## config.mk

```make
export PLATFORM = sky130hd
export DESIGN_NAME = bram_dec_dumper
export DESIGN_NICKNAME = d
export VERILOG_FILES = /design/src/rtl/coproc_pkg.sv /design/src/rtl/byte_to_dec_ascii.sv /design/src/rtl/bram_dec_dumper.sv
export SDC_FILE = /design/constraint.sdc
export NUM_CORES = 1
export LEC_CHECK = 0
export CORE_UTILIZATION = 35
export DETAILED_ROUTE_END_ITERATION = 8
export HOLD_SLACK_MARGIN = 0.06
export MAX_ROUTING_LAYER = met4
export PLACE_DENSITY = 0.61
export SLEW_MARGIN = 20
export SYNTH_ARGS = -nofsm -noshare
export SYNTH_HDL_FRONTEND = slang
export SYNTH_SLANG_ARGS = --single-unit
```

## constraint.sdc

```tcl
create_clock -name clk -period 3 [get_ports clk]
set_input_delay 0.6 -clock clk [delete_from_list [all_inputs] [get_ports clk]]
set_output_delay 0.6 -clock clk [all_outputs]
set_load 0.03 [all_outputs]
```

## src/rtl/coproc_pkg.sv

```systemverilog
// Shared types and constants for the coprocessor result path: dumper FSM states,
// ASCII constants and the length clamp used when sampling a dump request.
package coproc_pkg;
  localparam int DUMP_ADDR_W = 10;
  localparam int DUMP_DEPTH  = 1024;

  localparam logic [7:0] ASCII_LF   = 8'h0A;
  localparam logic [7:0] ASCII_ZERO = 8'h30;
  localparam logic [7:0] ASCII_D    = 8'h44;
  localparam logic [7:0] ASCII_E    = 8'h45;

  typedef enum logic [3:0] {
    S_IDLE, S_RD, S_CAP, S_SEND, S_GUARD, S_WAIT, S_NEXT, S_TRAIL, S_FIN
  } dump_state_t;

  function automatic int unsigned clamp_len(input int unsigned n, input int unsigned depth);
    return (n > depth) ? depth : n;
  endfunction
endpackage

```

## src/rtl/byte_to_dec_ascii.sv

```systemverilog
// Combinational byte -> unsigned decimal ASCII digits plus significant-digit count.
module byte_to_dec_ascii
  import coproc_pkg::*;
(
  input  logic [7:0] v,
  output logic [7:0] d_hun,
  output logic [7:0] d_ten,
  output logic [7:0] d_one,
  output logic [1:0] ndig
);
  logic [1:0] hun;
  logic [7:0] rem, ten, one;

  always_comb begin
    if (v >= 8'd200) begin
      hun = 2'd2;
      rem = v - 8'd200;
    end else if (v >= 8'd100) begin
      hun = 2'd1;
      rem = v - 8'd100;
    end else begin
      hun = 2'd0;
      rem = v;
    end
    ten  = rem / 8'd10;
    one  = rem - ten * 8'd10;
    ndig = (v < 8'd10) ? 2'd1 : (v < 8'd100) ? 2'd2 : 2'd3;
  end

  assign d_hun = ASCII_ZERO + {6'd0, hun};
  assign d_ten = ASCII_ZERO + ten;
  assign d_one = ASCII_ZERO + one;
endmodule

```

## src/rtl/bram_dec_dumper.sv

```systemverilog
// Reads len bytes from result BRAM port B and streams them to the UART as
// decimal ASCII lines, closing with "D\n".
module bram_dec_dumper
  import coproc_pkg::*;
#(
  parameter int ADDR_W = DUMP_ADDR_W,
  parameter int DEPTH  = DUMP_DEPTH
) (
  input  logic              clk,
  input  logic              resetn,
  input  logic              start,
  input  logic [ADDR_W:0]   len,
  output logic              busy,
  output logic              done,
  output logic              mem_en,
  output logic [ADDR_W-1:0] mem_addr,
  input  logic [7:0]        mem_dout,
  output logic              tx_start,
  output logic [7:0]        tx_data,
  input  logic              tx_busy
);
  localparam int CNT_W = ADDR_W + 1;

  dump_state_t       state;
  logic [CNT_W-1:0]  remaining, len_c;
  logic [ADDR_W-1:0] addr;
  logic              trail_sel;
  logic [3:0][7:0]   cbuf, cap_buf;
  logic [2:0]        char_cnt;
  logic [1:0]        idx, idx_nx;
  logic [7:0]        d_hun, d_ten, d_one;
  logic [1:0]        ndig;

  byte_to_dec_ascii u_conv (
    .v     (mem_dout),
    .d_hun (d_hun),
    .d_ten (d_ten),
    .d_one (d_one),
    .ndig  (ndig)
  );

  assign len_c  = CNT_W'(clamp_len(32'(len), DEPTH));
  assign idx_nx = idx + 2'd1;

  // Slot 0 is the first character on the wire; LF follows the last digit.
  always_comb begin
    cap_buf = '0;
    case (ndig)
      2'd3:    cap_buf = {ASCII_LF, d_one, d_ten, d_hun};
      2'd2:    cap_buf = {8'h00, ASCII_LF, d_one, d_ten};
      default: cap_buf = {16'h0000, ASCII_LF, d_one};
    endcase
  end

  // Request is decided in SEND itself so the first byte leaves three cycles after start.
  assign tx_start = (state == S_SEND) && !tx_busy;

  always_ff @(posedge clk or negedge resetn) begin
    if (!resetn) begin
      state     <= S_IDLE;
      remaining <= '0;
      addr      <= '0;
      trail_sel <= 1'b0;
      cbuf      <= '0;
      char_cnt  <= '0;
      idx       <= '0;
      busy      <= 1'b0;
      done      <= 1'b0;
      mem_en    <= 1'b0;
      mem_addr  <= '0;
      tx_data   <= '0;
    end else begin
      done   <= 1'b0;
      mem_en <= 1'b0;
      case (state)
        S_IDLE: if (start) begin
          remaining <= len_c;
          addr      <= '0;
          trail_sel <= 1'b0;
          busy      <= 1'b1;
          if (len_c == '0) state <= S_TRAIL;
          else begin
            state    <= S_RD;
            mem_en   <= 1'b1;
            mem_addr <= '0;
          end
        end
        S_RD:  state <= S_CAP;
        S_CAP: begin
          cbuf     <= cap_buf;
          char_cnt <= {1'b0, ndig} + 3'd1;
          idx      <= '0;
          tx_data  <= cap_buf[0];
          state    <= S_SEND;
        end
        S_SEND:  if (!tx_busy) state <= S_GUARD;
        S_GUARD: state <= S_WAIT;
        S_WAIT: if (!tx_busy) begin
          if ({1'b0, idx} + 3'd1 < char_cnt) begin
            idx     <= idx_nx;
            tx_data <= cbuf[idx_nx];
            state   <= S_SEND;
          end else if (trail_sel) begin
            done  <= 1'b1;
            busy  <= 1'b0;
            state <= S_FIN;
          end else begin
            state <= S_NEXT;
          end
        end
        S_NEXT: begin
          remaining <= remaining - CNT_W'(1);
          // Last byte leaves addr alone so it never steps past DEPTH-1.
          if (remaining == CNT_W'(1)) state <= S_TRAIL;
          else begin
            addr     <= addr + ADDR_W'(1);
            mem_addr <= addr + ADDR_W'(1);
            mem_en   <= 1'b1;
            state    <= S_RD;
          end
        end
        S_TRAIL: begin
          cbuf      <= {16'h0000, ASCII_LF, ASCII_D};
          char_cnt  <= 3'd2;
          idx       <= '0;
          trail_sel <= 1'b1;
          tx_data   <= ASCII_D;
          state     <= S_SEND;
        end
        S_FIN:   state <= S_IDLE;
        default: state <= S_IDLE;
      endcase
    end
  end
endmodule

```

== Word-level counts from Yosys, hierarchy flattened ==
Cells that the tools add are included.

* Bits in registers: 84
* Input bits: 23
* Output and inout bits: 22

* Add/sub/neg operators: 11
* $mul: 1
* Div/mod/pow operators: 1
* $lt $le $gt $ge: 7
* Eq/ne operators: 18
* Muxes and demuxes: 49
* Reductions and logical operators: 19

{| class="wikitable"
|+ Operators by type and width
! kind !! number
|-
| one-hot mux 32 bit (2 select lines) || 1
|-
| one-hot mux 28 bit (2 select lines) || 1
|-
| 2-to-1 mux 10 bit || 4
|-
| 2-to-1 mux 8 bit || 5
|-
| one-hot mux 10 bit (2 select lines) || 2
|-
| one-hot mux 4 bit (7 select lines) || 1
|-
| one-hot mux 8 bit (3 select lines) || 1
|-
| 2-to-1 mux 11 bit || 2
|-
| one-hot mux 11 bit (2 select lines) || 1
|-
| 2-to-1 mux 4 bit || 5
|-
| adder 6 x 8 -> 8 bit, first input constant || 2
|-
| binary-select mux 8 bit (select 2 bit) || 1
|-
| == test 4 x 3 -> 1 bit, second input constant || 4
|-
| inequality test 2 bit, second input constant || 8
|-
| 2-to-1 mux 1 bit || 14
|-
| AND reduction 3 bit || 4
|-
| == test 11 x 1 -> 1 bit, second input constant || 1
|-
| greater-than comparator 11 bit, second input constant || 1
|-
| logical NOT 11 bit || 1
|-
| subtractor 11 x 1 -> 11 bit, second input constant || 1
|-
| adder 10 x 1 -> 10 bit, second input constant || 1
|-
| nonzero test 2 bit || 5
|-
| divider 8 x 4 -> 8 bit, second input constant || 1
|-
| == test 4 x 2 -> 1 bit, second input constant || 2
|-
| 28 further kinds || 37
|}

== Longest topological paths before layout ==
* Depth in word-level cells: 9
* Gate-level depth with buffers: 25
* Mapped depth without buffers: 23

== By module ==
From an unflattened synthesis, not the netlist that was laid out.

* Cells, all modules: 633
* Area total of the unflattened synthesis: 5,773.0 um^2

{| class="wikitable"
|+ Modules (own cells, without submodules)
! module !! times used !! cells an instance !! area each (um^2) !! sequential area each (um^2)
|-
| bram_dec_dumper || 1 || 420 || 4,115.2 || 1,901.8
|-
| byte_to_dec_ascii || 1 || 213 || 1,657.8 || 0.0
|}

== Worst setup path before layout ==
OpenSTA, ideal clock, no wires.

* Kind: input to register
* Start: input mem_dout[3]
* End: register tx_data[6]
* Setup time: 0.077 ns
* Arrival: 4.884 ns
* Required time: 2.923 ns
* Setup slack: -1.961 ns
* Stages on the path: 21
* Buffers on the path: 0
* Cell sequence: inv_1 ha_1 or3b_4 or3_1 a211oi_1 a21oi_4 a211oi_1 a31oi_1 nand2_1 inv_1 ha_1 ha_1 inv_1 fa_1 xor2_1 ha_1 ha_1 xnor2_1 a21boi_0 mux2_2 a21oi_1

* Longest elaborated chain between the ends: 9
* Elaborated cells between the ends (all ways): 22
* Classes of those cells: add/sub (6); mul (1); div (1); order compare (4); eq/ne (2); mux (8)

{| class="wikitable"
|+ Ends and longest elaborated chain
! item !! line !! source
|-
| from (decl) || bram_dec_dumper.sv:17 || <nowiki>input logic [7:0] mem_dout,</nowiki>
|-
| subtractor 8 x 7 -> 8 bit or >= comparator 8 x 7 -> 1 bit (tied branches) || byte_to_dec_ascii.sv:20, byte_to_dec_ascii.sv:18 ||
|-
| 2-to-1 mux 8 bit || byte_to_dec_ascii.sv:18 || <nowiki>end else if (v >= 8'd100) begin</nowiki>
|-
| 2-to-1 mux 8 bit || byte_to_dec_ascii.sv:15 || <nowiki>if (v >= 8'd200) begin</nowiki>
|-
| divider 8 x 4 -> 8 bit || byte_to_dec_ascii.sv:25 || <nowiki>ten = rem / 8'd10;</nowiki>
|-
| multiplier 8 x 3 -> 7 bit || byte_to_dec_ascii.sv:26 || <nowiki>one = rem - ten * 8'd10;</nowiki>
|-
| subtractor 8 bit || byte_to_dec_ascii.sv:26 ||
|-
| adder 6 x 8 -> 8 bit || byte_to_dec_ascii.sv:32 || <nowiki>assign d_one = ASCII_ZERO + one;</nowiki>
|-
| one-hot mux 28 bit (2 select lines) * || bram_dec_dumper.sv:48 || <nowiki>case (ndig)</nowiki>
|-
| one-hot mux 8 bit (3 select lines) * || bram_dec_dumper.sv:75 || <nowiki>case (state)</nowiki>
|-
| to (signal assigned) || bram_dec_dumper.sv:93 || <nowiki>tx_data <= cap_buf[0];</nowiki>
|-
| to (signal assigned) || bram_dec_dumper.sv:101 || <nowiki>tx_data <= cbuf[idx_nx];</nowiki>
|-
| to (decl) || bram_dec_dumper.sv:19 || <nowiki>output logic [7:0] tx_data,</nowiki>
|}

Every way passes the cells marked *; elsewhere a longest branch is shown, timed or not.
A chain may end at the register's enable or synchronous reset.

== Worst setup path in the final report ==
* Start: input mem_dout[3]
* End: register cbuf[15] in the netlist's numbering

* Longest elaborated chain between the ends: 9
* Elaborated cells between the ends (all ways): 19
* Classes of those cells: add/sub (5); mul (1); div (1); order compare (4); eq/ne (2); mux (6)

{| class="wikitable"
|+ Ends and longest elaborated chain
! item !! line !! source
|-
| subtractor 8 x 7 -> 8 bit or >= comparator 8 x 7 -> 1 bit (tied branches) || byte_to_dec_ascii.sv:20, byte_to_dec_ascii.sv:18 ||
|-
| 2-to-1 mux 8 bit || byte_to_dec_ascii.sv:18 ||
|-
| 2-to-1 mux 8 bit || byte_to_dec_ascii.sv:15 ||
|-
| divider 8 x 4 -> 8 bit || byte_to_dec_ascii.sv:25 ||
|-
| multiplier 8 x 3 -> 7 bit || byte_to_dec_ascii.sv:26 ||
|-
| subtractor 8 bit || byte_to_dec_ascii.sv:26 ||
|-
| adder 6 x 8 -> 8 bit || byte_to_dec_ascii.sv:32 ||
|-
| one-hot mux 28 bit (2 select lines) * || bram_dec_dumper.sv:48 ||
|-
| one-hot mux 32 bit (2 select lines) * || bram_dec_dumper.sv:75 ||
|-
| to (signal assigned) || bram_dec_dumper.sv:90 || <nowiki>cbuf <= cap_buf;</nowiki>
|-
| to (signal assigned) || bram_dec_dumper.sv:123 || <nowiki>cbuf <= {16'h0000, ASCII_LF, ASCII_D};</nowiki>
|-
| to (decl) || bram_dec_dumper.sv:28 || <nowiki>logic [3:0][7:0] cbuf, cap_buf;</nowiki>
|}

Every way passes the cells marked *; elsewhere a longest branch is shown, timed or not. The select of a mux whose other input is x is not followed.

==> results.json <==
{
  "max_freq_mhz": 216,
  "fin_crit_sh": 1.54,
  "track_usage": 0.209,
  "synthFlopType": "dfrtp_1",
  "ant_nets": 0,
  "synth_cells": 561,
  "cts_made_buffers": 9,
  "drtIter0Drc": 319,
  "setup_viol": 31,
  "leakage_uw": 0.00312,
  "utilization": 0.534,
  "clock-sinks": 76,
  "grt_pass1_vias": 4749,
  "synth_fa_ha_area_frac": 0.0814,
  "synth_top_area_cell": "dfrtp_1",
  "clkLatencyLatePin_ps": 350,
  "synth_area_leaders": "dfrtp_1 (39%), ha_1 (7.1%), o21ai_0 (5.4%), nand2_1 (4.8%), a21oi_1 (4.4%)",
  "post-route-drc-count": 0,
  "dr.pass1.iters": 5,
  "ys_top_cells_by_count": "dfrtp_1 (76), nand2_1 (63), nor2_1 (53), o21ai_0 (53), a21oi_1 (43)",
  "grt_max_degree": 77,
  "routed_wl_um": 14600,
  "p_per_area_nw_per_um2": 950,
  "cts.htree.levels": 3,
  "rsz0062_at_grt": "yes",
  "start_kind": "primary input",
  "worstSetupPathType": "in2reg",
  "overflow": 0,
  "slew_viol_final": 0,
  "total_power_uw": 6820,
  "layout.cells.non_filler": 869,
  "timing.rr.start": "idx[0]",
  "status": "finished with violations",
  "antenna_found_initial": 0,
  "ys_ff_latch": 76,
  "regToRegSetupSlack_ps": 520,
  "synth-simple-area-share": 0.177,
  "vias_per_cell": 5.54,
  "wl_per_cell_um": 16.7,
  "ff_latch_area_um2": 1900,
  "hold_viol_final": 0,
  "rr_worst_depth": 10,
  "fillers": 1215,
  "whs_ps": 420,
  "die_h_um": 121,
  "max_stage_delay_ps": 560,
  "rows": 42,
  "worst_slew_pin_slew_ps": 982,
  "die_area_um2": 14500,
  "syn_area_um2": 4920,
  "layout_min_cycle_time_ps": 4630,
  "clockBufferDepth": 2,
  "multi_input_area_um2": 3390,
  "hpwlAfterDp_um": 10200,
  "end_kind": "flip-flop",
  "core_area_um2": 13500,
  "portBuffers": 44,
  "start_util": 0.366,
  "yosysWarnings": 0,
  "pin_count": 45,
  "antenna-diode-count": 0,
  "relSlewSlack": 0.345,
  "hp-class": "in2async",
  "yosysMostFrequentCell": "dfrtp_1",
  "final.setup_skew_ps": 7.06,
  "die_x_um": 121,
  "grt_pass1_wl_um": 23300,
  "crit_top_cell": "ha_4",
  "yosysTopAreaCellShare": 0.387,
  "area_growth_pct": 45.9,
  "seq_area_frac_synth": 0.387,
  "gp_congestion": 0.867,
  "ys_async_sr_fraction": 1.00,
  "synth_compound_area_frac": 0.255,
  "path_clk_slew_ps": 60,
  "cp_max_fo": 8,
  "cp.required_ps": 3250,
  "violations": "setup timing",
  "setup_ws_ps": -1630,
  "synth.avg_cell_area_um2": 8.77,
  "drive_gt1_frac": 0.316,
  "cts-root-buf": "clkbuf_16",
  "timing.rr.end": "tx_data[1]",
  "yosysUniqueCellTypes": 70,
  "synth_top_family_by_area": "compound AO/OA/AOI/OAI gates",
  "vias": 4815,
  "nNetsFinal": 742,
  "synth_edf_count": 0,
  "cts_tree": "built",
  "cpMaxStageDelayCell": "fa_2",
  "max-cap-violations": 0,
  "dp_cells": 834,
  "crit_chain": "buf_12 -> buf_4 -> buf_6 -> or3_4 -> o21ba_4 -> or3_4 -> a21oi_4 -> nand3_2 -> a21o_1 -> nand2_2 -> inv_2 -> ha_4 -> ha_4 -> inv_2 -> fa_2 -> xnor2_2 -> ha_4 -> inv_4 -> o21bai_4 -> a21oi_4 -> xnor2_2 -> buf_4 -> o31ai_4",
  "cts_hold_buf": 0,
  "vdd_drop_max_v": 0.000814,
  "synth.mux.area_fraction": 0.0229,
  "synth-xor-area-share": 0.0374,
  "syn-num-nets": 614,
  "arrival_ps": 4880
}
==> layout make-up <==
| type | count | share of cell area |
|---|---|---|
| multi-input combinational | 435 | 0.473 |
| sequential | 76 | 0.265 |
| timing repair buffer | 140 | 0.169 |
| clock buffer | 11 | 0.0352 |
| tap | 176 | 0.0307 |
| inverter | 27 | 0.0171 |
| clock inverter | 4 | 0.0101 |
==> what timing repair did <==
action | 4_1_cts | 5_1_grt
pin swaps | 39 | 39
resized for setup | 53 | 66
buffers inserted | 13 | 14
endpoints found under the setup margin | 31 | 31
==> placed cells by master (no fill, tap or decap), types with 4 or more instances in the layout <==
cell type,instances
a22o_1,12
a21o_1,10
inv_2,5
nor4_1,7
ha_1,13
buf_6,12
xnor2_1,10
o31ai_1,7
nor2_2,4
o21ai_2,4
nor2_1,48
o21ai_0,46
buf_4,85
nor3_1,10
xnor2_4,4
mux2_2,6
o21ai_1,4
inv_1,19
a21oi_2,9
clkbuf_16,9
xnor2_2,4
nand2b_1,4
and3_1,7
clkdlybuf4s50_1,35
a22oi_1,8
dfrtp_1,76
nand2_1,62
ha_4,12
a21oi_1,32
nand3_1,14
==> sequential cells by signal, indices dropped and copies added (netlist names) <==
| signal | cells |
|---|---|
| mem_addr | 10 |
| trail_sel | 1 |
| char_cnt | 2 |
| cbuf | 25 |
| remaining | 11 |
| busy | 1 |
| addr | 10 |
| idx | 2 |
| done | 1 |
| tx_data | 8 |
| mem_en | 1 |
| state | 4 |
==> report_power, final <==
part | internal (uW) | leakage, uW | switching (uW)
combinational | 1890 | 0.00198 | 2080
sequential | 1380 | 0.000975 | 279
clock | 767 | 0.000158 | 420
==> worst max-delay path, delay by kind of cell <==
kind / cells / cell delay (ps)
simple gates: 4 / 890
buf+inv: 7 / 640
fa+ha+maj: 4 / 1280
xor+xnor: 2 / 250
compound gates: 6 / 1200
==> per-layer routing <==
metal | share of wire | GRT usage | up-vias | routed length (um)
met5 | 0 | - | - | 0
met4 | 0.013 | 0.0710 | 0 | 187
met3 | 0.053 | 0.0410 | 19 | 767
met2 | 0.50 | 0.333 | 151 | 7210
met1 | 0.44 | 0.265 | 2347 | 6390
li1 | - | - | 2298 | -
==> kinds of logic after synthesis <==
group / count (synthesis)
adder cells (fa/ha/maj): 31
XOR/XNOR: 21
AND/OR/NAND/NOR: 186
AO/OA/AOI/OAI: 189
flip-flops: 76
multiplexers: 8
buffers and inverters: 50
==> worst max path at each step <==
| stage | end | from | depth (start not counted) | slack (ps) |
|---|---|---|---|---|
| after detailed placement | tx_data[7] | mem_dout[3] | 25 | -2400 |
| after CTS | tx_data[7] | mem_dout[3] | 24 | -1810 |
| after global routing | cbuf[15] | mem_dout[3] | 23 | -1790 |
| after global placement | tx_data[7] | mem_dout[3] | 25 | -2310 |
| after floorplan | tx_data[7] | mem_dout[3] | 21 | -1630 |
| final | cbuf[15] | mem_dout[3] | 23 | -1630 |
==> through the flow <==
stage	area (um^2)	TNS, ps	setup slack (ps)
floorplan	5140	-28510	-1630
global placement	6280	-54740	-2310
detailed placement	6280	-57550	-2400
CTS	6900	-38820	-1810
global route	7180	-36630	-1790
finish	7180	-31980	-1630
No activity file was read; power rests on OpenSTA's default activity.
